`config.mk`:
```
export PLATFORM = sky130hd
export DESIGN_NAME = riscv_pmachk_pipe
export DESIGN_NICKNAME = d
export VERILOG_FILES = /design/src/rtl/riscv_pmachk_pipe.sv
export SDC_FILE = /design/constraint.sdc
export NUM_CORES = 2
export LEC_CHECK = 0
export ABC_AREA = 0
export BUFFER_PORTS_ARGS = -buffer_cell sky130_fd_sc_hd__buf_4
export CORE_ASPECT_RATIO = 1.25
export CORE_MARGIN = 8
export CORE_UTILIZATION = 45
export DETAILED_ROUTE_END_ITERATION = 10
export GPL_TIMING_DRIVEN = 1
export HOLD_SLACK_MARGIN = 0.05
export MAX_ROUTING_LAYER = met4
export PLACE_DENSITY = 0.64
export SYNTH_ARGS = -nofsm -noshare
export SYNTH_HDL_FRONTEND = slang
export SYNTH_SLANG_ARGS = --single-unit
```
`constraint.sdc`:
```
create_clock -name clk_i -period 28.9 [get_ports clk_i]
set_input_delay 5.78 -clock clk_i [delete_from_list [all_inputs] [get_ports clk_i]]
set_output_delay 5.78 -clock clk_i [all_outputs]
set_load 0.005 [all_outputs]
```
`src/rtl/riscv_pmachk_pipe.sv`:
```
// riscv_pmachk_pipe: registered PMA checker.
// A shadow copy of the PMA table is captured by a sequential loader, one region
// per cycle, with region bounds precomputed at load time. Accesses are then
// checked against the shadow table in a single-stage valid/ready pipe, so the
// bound/priority logic no longer sits on the fetch/LSU timing arc.
// Optional feature: define RISCV_PMACHK_ERRCNT_EN to build the saturating
// exception counter on err_cnt_o (otherwise err_cnt_o is tied to zero).

package riscv_pmachk_pkg;
    typedef enum logic [1:0] {
        MEM_TYPE_EMPTY = 2'b00,
        MEM_TYPE_MAIN  = 2'b01,
        MEM_TYPE_IO    = 2'b10,
        MEM_TYPE_TCM   = 2'b11
    } mem_type_t;

    typedef enum logic [1:0] {
        PMA_OFF   = 2'b00,
        PMA_TOR   = 2'b01,
        PMA_NA4   = 2'b10,
        PMA_NAPOT = 2'b11
    } pma_a_t;

    typedef struct packed {
        mem_type_t mem_type;
        logic      r;
        logic      w;
        logic      x;
        logic      c;
        logic      cc;
        logic      ri;
        logic      wi;
        logic      m;
        pma_a_t    a;
    } pmacfg_t;

    typedef enum logic [2:0] {
        BIU_BYTE  = 3'd0,
        BIU_HWORD = 3'd1,
        BIU_WORD  = 3'd2,
        BIU_DWORD = 3'd3,
        BIU_QWORD = 3'd4
    } biu_size_t;
endpackage

module riscv_pmachk_pipe
    import riscv_pmachk_pkg::*;
#(
    parameter int XLEN    = 32,
    parameter int PLEN    = (XLEN == 32) ? 34 : 56,
    parameter int PMA_CNT = 16
) (
    input  logic              clk_i,
    input  logic              rst_i,
    input  pmacfg_t           pma_cfg_i [PMA_CNT],
    input  logic [XLEN-1:0]   pma_adr_i [PMA_CNT],
    input  logic              cfg_update_i,
    output logic              cfg_busy_o,
    input  logic              req_i,
    output logic              ready_o,
    input  logic              instruction_i,
    input  logic [PLEN-1:0]   adr_i,
    input  biu_size_t         size_i,
    input  logic              we_i,
    input  logic              misaligned_i,
    output logic              valid_o,
    input  logic              ready_i,
    output pmacfg_t           pma_o,
    output logic              exception_o,
    output logic              misaligned_o,
    output logic              is_cache_access_o,
    output logic              is_ext_access_o,
    output logic              is_tcm_access_o,
    output logic [31:0]       err_cnt_o
);

    // Bounds are kept word-granular (address bits PLEN-1:2).
    localparam int AW = PLEN - 2;
    localparam int IW = (PMA_CNT > 1) ? $clog2(PMA_CNT) : 1;

    typedef enum logic {
        ST_LOAD = 1'b0,
        ST_RUN  = 1'b1
    } state_t;

    // Cleans up a raw cfg entry: EMPTY behaves as inaccessible IO, only MAIN
    // may be cacheable, cc needs c, and ri/wi are only meaningful for IO.
    function automatic pmacfg_t sanitise(input pmacfg_t raw);
        pmacfg_t s;
        s = raw;
        if (raw.mem_type == MEM_TYPE_EMPTY) begin
            s.mem_type = MEM_TYPE_IO;
            s.r        = 1'b0;
            s.w        = 1'b0;
            s.x        = 1'b0;
        end else begin
            s.mem_type = raw.mem_type;
        end
        s.c  = raw.c & (raw.mem_type == MEM_TYPE_MAIN);
        s.cc = raw.cc & s.c;
        if (s.mem_type != MEM_TYPE_IO) begin
            s.ri = 1'b1;
            s.wi = 1'b1;
        end else begin
            s.ri = raw.ri;
            s.wi = raw.wi;
        end
        return s;
    endfunction

    // Number of bytes covered by a transfer of the given size.
    function automatic logic [PLEN-1:0] size_bytes(input biu_size_t sz);
        logic [PLEN-1:0] n;
        case (sz)
            BIU_BYTE:  n = PLEN'(5'd1);
            BIU_HWORD: n = PLEN'(5'd2);
            BIU_WORD:  n = PLEN'(5'd4);
            BIU_DWORD: n = PLEN'(5'd8);
            BIU_QWORD: n = PLEN'(5'd16);
            default:   n = PLEN'(5'd1);
        endcase
        return n;
    endfunction

    state_t          r_state;
    logic [IW-1:0]   r_idx;
    logic            r_pending;
    pmacfg_t         r_cfg [PMA_CNT];
    logic [AW-1:0]   r_lb  [PMA_CNT];
    logic [AW-1:0]   r_ub  [PMA_CNT];

    logic            r_valid;
    pmacfg_t         r_pma;
    logic            r_exc;
    logic            r_mis;
    logic            r_cache;
    logic            r_ext;
    logic            r_tcm;

    logic [AW-1:0]   w_ld_adr;
    logic [AW-1:0]   w_ld_prev_ub;
    logic [AW-1:0]   w_ld_lb;
    logic [AW-1:0]   w_ld_ub;
    pmacfg_t         w_ld_cfg;

    logic [PLEN-1:0] w_acc_end;
    logic [AW-1:0]   w_acc_lb;
    logic [AW-1:0]   w_acc_ub;
    logic [PMA_CNT-1:0] w_match;
    logic            w_hit;
    pmacfg_t         w_hit_cfg;
    logic            w_exc;
    logic            w_mis;
    logic            w_ready;
    logic            w_accept;
    logic            w_update;

    assign w_ready    = (r_state == ST_RUN) & ~r_pending & (~r_valid | ready_i);
    assign w_accept   = req_i & w_ready;
    assign w_update   = cfg_update_i | r_pending;
    assign ready_o    = w_ready;
    assign cfg_busy_o = (r_state == ST_LOAD);

    // Bound precomputation for the region currently addressed by the loader.
    always_comb begin
        w_ld_adr     = AW'(pma_adr_i[r_idx]);
        w_ld_cfg     = sanitise(pma_cfg_i[r_idx]);
        w_ld_prev_ub = (r_idx == IW'(0)) ? AW'(1'b0) : r_ub[r_idx - IW'(1)];
        case (pma_cfg_i[r_idx].a)
            PMA_TOR: begin
                w_ld_lb = w_ld_prev_ub;
                w_ld_ub = w_ld_adr;
            end
            PMA_NA4: begin
                w_ld_lb = w_ld_adr;
                w_ld_ub = w_ld_adr + AW'(1'b1);
            end
            PMA_NAPOT: begin
                // Clearing the trailing ones gives the base; setting the lowest
                // zero and adding one gives the exclusive top.
                w_ld_lb = w_ld_adr & (w_ld_adr + AW'(1'b1));
                w_ld_ub = (w_ld_adr | (w_ld_adr + AW'(1'b1))) + AW'(1'b1);
            end
            default: begin
                // OFF never matches; keep the address as ub so a following TOR
                // region sees the raw register as its lower bound.
                w_ld_lb = AW'(1'b0);
                w_ld_ub = w_ld_adr;
            end
        endcase
    end

    // Word-granular access span; a span wrapping past the top is rejected.
    always_comb begin
        w_acc_end = adr_i + size_bytes(size_i) - PLEN'(1'b1);
        w_acc_lb  = adr_i[PLEN-1:2];
        w_acc_ub  = AW'(w_acc_end >> 2);
        for (int k = 0; k < PMA_CNT; k++) begin
            w_match[k] = (r_cfg[k].a != PMA_OFF) & (r_lb[k] <= w_acc_lb) &
                         (w_acc_ub < r_ub[k]) & (w_acc_lb <= w_acc_ub);
        end
    end

    // Priority select: walking downward leaves the lowest matching index.
    always_comb begin
        w_hit     = 1'b0;
        w_hit_cfg = '0;
        for (int k = PMA_CNT - 1; k >= 0; k--) begin
            w_hit     = w_match[k] | w_hit;
            w_hit_cfg = w_match[k] ? r_cfg[k] : w_hit_cfg;
        end
        w_exc = ~w_hit | (instruction_i & ~w_hit_cfg.x) | (we_i & ~w_hit_cfg.w) |
                (~we_i & ~w_hit_cfg.r);
        w_mis = misaligned_i & ~w_hit_cfg.m;
    end

    // Loader / run FSM including the shadow table and deferred-update flag.
    always_ff @(posedge clk_i) begin
        if (rst_i) begin
            r_state   <= ST_LOAD;
            r_idx     <= IW'(0);
            r_pending <= 1'b0;
            for (int k = 0; k < PMA_CNT; k++) begin
                r_cfg[k] <= '0;
                r_lb[k]  <= AW'(1'b0);
                r_ub[k]  <= AW'(1'b0);
            end
        end else begin
            case (r_state)
                ST_LOAD: begin
                    r_pending <= 1'b0;
                    if (cfg_update_i) begin
                        r_idx <= IW'(0);
                    end else begin
                        r_cfg[r_idx] <= w_ld_cfg;
                        r_lb[r_idx]  <= w_ld_lb;
                        r_ub[r_idx]  <= w_ld_ub;
                        if (r_idx == IW'(PMA_CNT - 1)) begin
                            r_state <= ST_RUN;
                            r_idx   <= IW'(0);
                        end else begin
                            r_idx <= r_idx + IW'(1);
                        end
                    end
                end
                ST_RUN: begin
                    // Reload only once the output stage is empty or drains now
                    // and nothing new is being accepted this cycle.
                    if (w_update & ~w_accept & (~r_valid | ready_i)) begin
                        r_state   <= ST_LOAD;
                        r_idx     <= IW'(0);
                        r_pending <= 1'b0;
                    end else if (cfg_update_i) begin
                        r_pending <= 1'b1;
                    end else begin
                        r_pending <= r_pending;
                    end
                end
                default: begin
                    r_state   <= ST_LOAD;
                    r_idx     <= IW'(0);
                    r_pending <= 1'b0;
                end
            endcase
        end
    end

    // Result stage: capture on accept, drop on consume, hold while stalled.
    always_ff @(posedge clk_i) begin
        if (rst_i) begin
            r_valid <= 1'b0;
            r_pma   <= '0;
            r_exc   <= 1'b0;
            r_mis   <= 1'b0;
            r_cache <= 1'b0;
            r_ext   <= 1'b0;
            r_tcm   <= 1'b0;
        end else if (w_accept) begin
            r_valid <= 1'b1;
            r_pma   <= w_hit ? w_hit_cfg : '0;
            r_exc   <= w_exc;
            r_mis   <= w_mis;
            r_cache <= ~w_exc & ~w_mis & w_hit_cfg.c;
            r_tcm   <= ~w_exc & ~w_mis & (w_hit_cfg.mem_type == MEM_TYPE_TCM);
            r_ext   <= ~w_exc & ~w_mis & ~w_hit_cfg.c & (w_hit_cfg.mem_type != MEM_TYPE_TCM);
        end else if (r_valid & ready_i) begin
            r_valid <= 1'b0;
        end else begin
            r_valid <= r_valid;
        end
    end

    assign valid_o           = r_valid;
    assign pma_o             = r_pma;
    assign exception_o       = r_exc;
    assign misaligned_o      = r_mis;
    assign is_cache_access_o = r_cache;
    assign is_ext_access_o   = r_ext;
    assign is_tcm_access_o   = r_tcm;

`ifdef RISCV_PMACHK_ERRCNT_EN
    logic [31:0] r_err_cnt;

    // Saturating count of consumed results that carried an exception.
    always_ff @(posedge clk_i) begin
        if (rst_i) begin
            r_err_cnt <= 32'h0;
        end else if (r_valid & ready_i & r_exc & (r_err_cnt != 32'hFFFF_FFFF)) begin
            r_err_cnt <= r_err_cnt + 32'h1;
        end else begin
            r_err_cnt <= r_err_cnt;
        end
    end

    assign err_cnt_o = r_err_cnt;
`else
    assign err_cnt_o = 32'h0;
`endif

endmodule

```
==> run_results.csv <==
group,metric,value,unit
drt,drtIter0Drc,8278,
global_route,grt_pass1_vias,68850,
finish,nets,10360,
setup_path,crit_fanout,30,
synth,yosysWarnings,0,
synth,synth-main-ff-cell,"edfxtp_1",
drt,viasPerCell,6.261,
sta,worst_hold_slack,463.1,ps
clock_network,h-tree-depth,4,
clock_network,cts_inserted_buffers,136,
clock_network,postCtsHoldBufs,0,
synth,async_flop_share,0,%
clock_network,clkTransAtPathRegs,60,ps
setup_path,reg2reg_from,"r_idx[1]",
sta,setup_tns,0,ps
placement,portBuffers,768,
synth,avgSynthCellArea,10.86,µm²
synth,yosysSeqAreaShare,44.08,%
global_route,grt_max_degree,67,
setup_path,critPathMaxStageDelay,740,ps
drt,drc,0,
setup_path,cp-startpoint,"size_i[0]",
synth,synth.cell_area,83920,µm²
floorplanning,ioPinCount,801,
finish,drive_gt1_share,19.33,%
clock_network,clk_latency,820,ps
synth,postSynthCellCount,7725,
worst_hold_path,hold_path.class,"reg2reg",
clock_network,post-cts-setup-buffer-count,0,
sta,fin_crit_sh,53.78,%
clock_network,cts_tree,"built",
sta,drv_slew,0,
clock_network,post_cts_resized,0,
sta,rsz0062_at_grt,"no",
sta,fin_crit,15540,ps
placement,place_congestion,1.035,
clock_network,clk_path_buf_depth,3,
drt,num_vias,69240,
drt,ant_nets,0,
sta,relSlewSlack,2.380,%
setup_path,crit_path_end_kind,"flip-flop",
power_and_ir_drop,peakVddDrop,0.06782,mV
worst_hold_path,min_from,"misaligned_o",
setup_path,critPathSlowestCell,"a2111oi_0",
drt,wire_per_inst,32.73,µm
finish,area_delta_synth_final,16.86,%
clock_network,cts.sinks,1240,
power_and_ir_drop,p_leak,39.95,nW
synth,yosys_register_bits,1240,
outcome,status,"completed",
sta,timing.fmax,64.34,MHz
global_route,grt_first_pass_wirelength,501300,µm
setup_path,arrival,16270,ps
floorplanning,core_area,185800,µm²
clock_network,root_buffer,"clkbuf_16",
placement,dp_hpwl,276700,µm
sta,tightest_slew,1449,ps
floorplanning,row_count,177,
floorplanning,die_y,498.8,µm
drt,firstDrtPassIters,6,
finish,final_cell_mix,"nor2_1 (1,486), edfxtp_1 (1,216), ha_1 (1,142), buf_4 (976), inv_1 (696)",
sta,hold_viol_final,0,
setup_path,startpoint_type,"input pin",
power_and_ir_drop,power.density,57.04,nW/µm²
synth,synth_edf_count,1216,
setup_path,worstPathRequired,29620,ps
floorplanning,start_util,45.17,%
finish,final_common_cell,"nor2_1",
run,maxCapViolCount,0,
global_route,grt-ovfl-total,0,
floorplanning,die_w,402.3,µm
global_route,grt_usage,35.75,%
drt,routed_wl,362000,µm
floorplanning,die_area,200700,µm²
sta,setup_violations,0,
sta,fin_worst_skew,31.88,ps
synth,synth_cell_type_count,91,
setup_path,crit_type,"in2reg",
global_route,antenna_found_initial,54,
final timing paths:
path | endpoint | slack [ps] | cells after the start
worst max-delay path | is_ext_access_o | 13360 | 32
worst min-delay path | misaligned_o | 460 | 2
worst max register to register | r_ub[11][28] | 19080 | 22
worst min register to register | misaligned_o | 460 | 2
cell type report:
| class | count | area [µm²] |
|---|---|---|
| Fill cell | 16220 | 87730 |
| Multi-Input combinational cell | 5419 | 43480 |
| Sequential cell | 1240 | 37010 |
| Timing Repair Buffer | 976 | 7327 |
| Clock buffer | 164 | 3561 |
| Tap cell | 2416 | 3023 |
| Inverter | 696 | 2613 |
| Clock inverter | 82 | 895.9 |
| Antenna cell | 66 | 165.2 |
metal layers:
| metal | vias to the layer above | share of wire (%) | wire, µm | global-route usage, % |
|---|---|---|---|---|
| li1 | 30130 | - | - | - |
| met3 | 777 | 8.3 | 30060 | 6.016 |
| met4 | 0 | 8.4 | 30480 | 23.92 |
| met2 | 3891 | 48 | 173300 | 58.25 |
| met1 | 34440 | 35 | 128200 | 40.56 |
| met5 | - | 0 | 0 | - |
metrics by stage:
step	total power, W	instance area (µm²)	utilization (%)	std cells	setup WS, ps
after floorplan	0.003059	84040	-	7756	15290
after global placement	0.003766	93450	50.29	10750	12720
after detailed placement	0.003798	93450	50.30	10750	12760
after CTS	0.005566	97910	52.69	10990	13510
after global routing	0.005779	98070	52.78	11060	12800
final	0.005594	98080	52.78	11060	13360
sequential cells by signal (all words and copies together) (netlist names):
name	flops
r_pending	1
misaligned_o	1
r_idx	4
exception_o	1
is_tcm_access_o	1
r_state	1
is_ext_access_o	1
r_cfg	192
r_lb	512
valid_o	1
r_ub	512
is_cache_access_o	1
pma_o	12
cell families after synthesis:
| group | count (synthesis) | synth area share [%] |
|---|---|---|
| compound gates | 1249 | 9.947 |
| flops | 1240 | 44.08 |
| simple gates | 2544 | 13.38 |
| xor+xnor | 64 | 0.6679 |
| buf+inv | 1097 | 5.114 |
| other cells | 1 | 0.004468 |
| mux | 386 | 9.743 |
| fa+ha+maj | 1144 | 17.06 |
cell usage after synthesis (37+ instances only):
cell type | count | area [µm²]
clkbuf_1 | 303 | 1137
nor4_1 | 46 | 287.8
a22oi_1 | 41 | 307.8
nand3b_1 | 37 | 277.8
a211oi_1 | 73 | 548.0
edfxtp_1 | 1216 | 36520
o21a_1 | 42 | 315.3
o21ai_0 | 244 | 1221
nor2b_1 | 39 | 244.0
inv_1 | 696 | 2613
xnor2_1 | 48 | 420.4
o211ai_1 | 85 | 638.1
nand4_1 | 175 | 1095
nand2_1 | 353 | 1325
nor3_1 | 94 | 470.5
a21oi_1 | 314 | 1572
nand3_1 | 128 | 640.6
a21o_1 | 104 | 780.8
nor2_1 | 1487 | 5582
ha_1 | 1143 | 14300
nand2b_1 | 51 | 319.1
mux4_2 | 344 | 7747
worst max-delay path: cells and delay by family:
family / cells / cell delay [ps]
compound gates: 15 / 5070
xor+xnor: 1 / 140
fa+ha+maj: 3 / 1080
buf+inv: 4 / 610
simple gates: 9 / 3550
where the power goes:
part	total, W	leakage, nW	internal [W]	switching, W
combinational	0.00173	25.0	0.000597	0.00113
sequential	0.00208	12.8	0.00204	0.0000369
clock	0.00179	2.15	0.00101	0.000784
total	0.00559	39.9	0.00364	0.00195
Power figures use the tool's default switching activity.
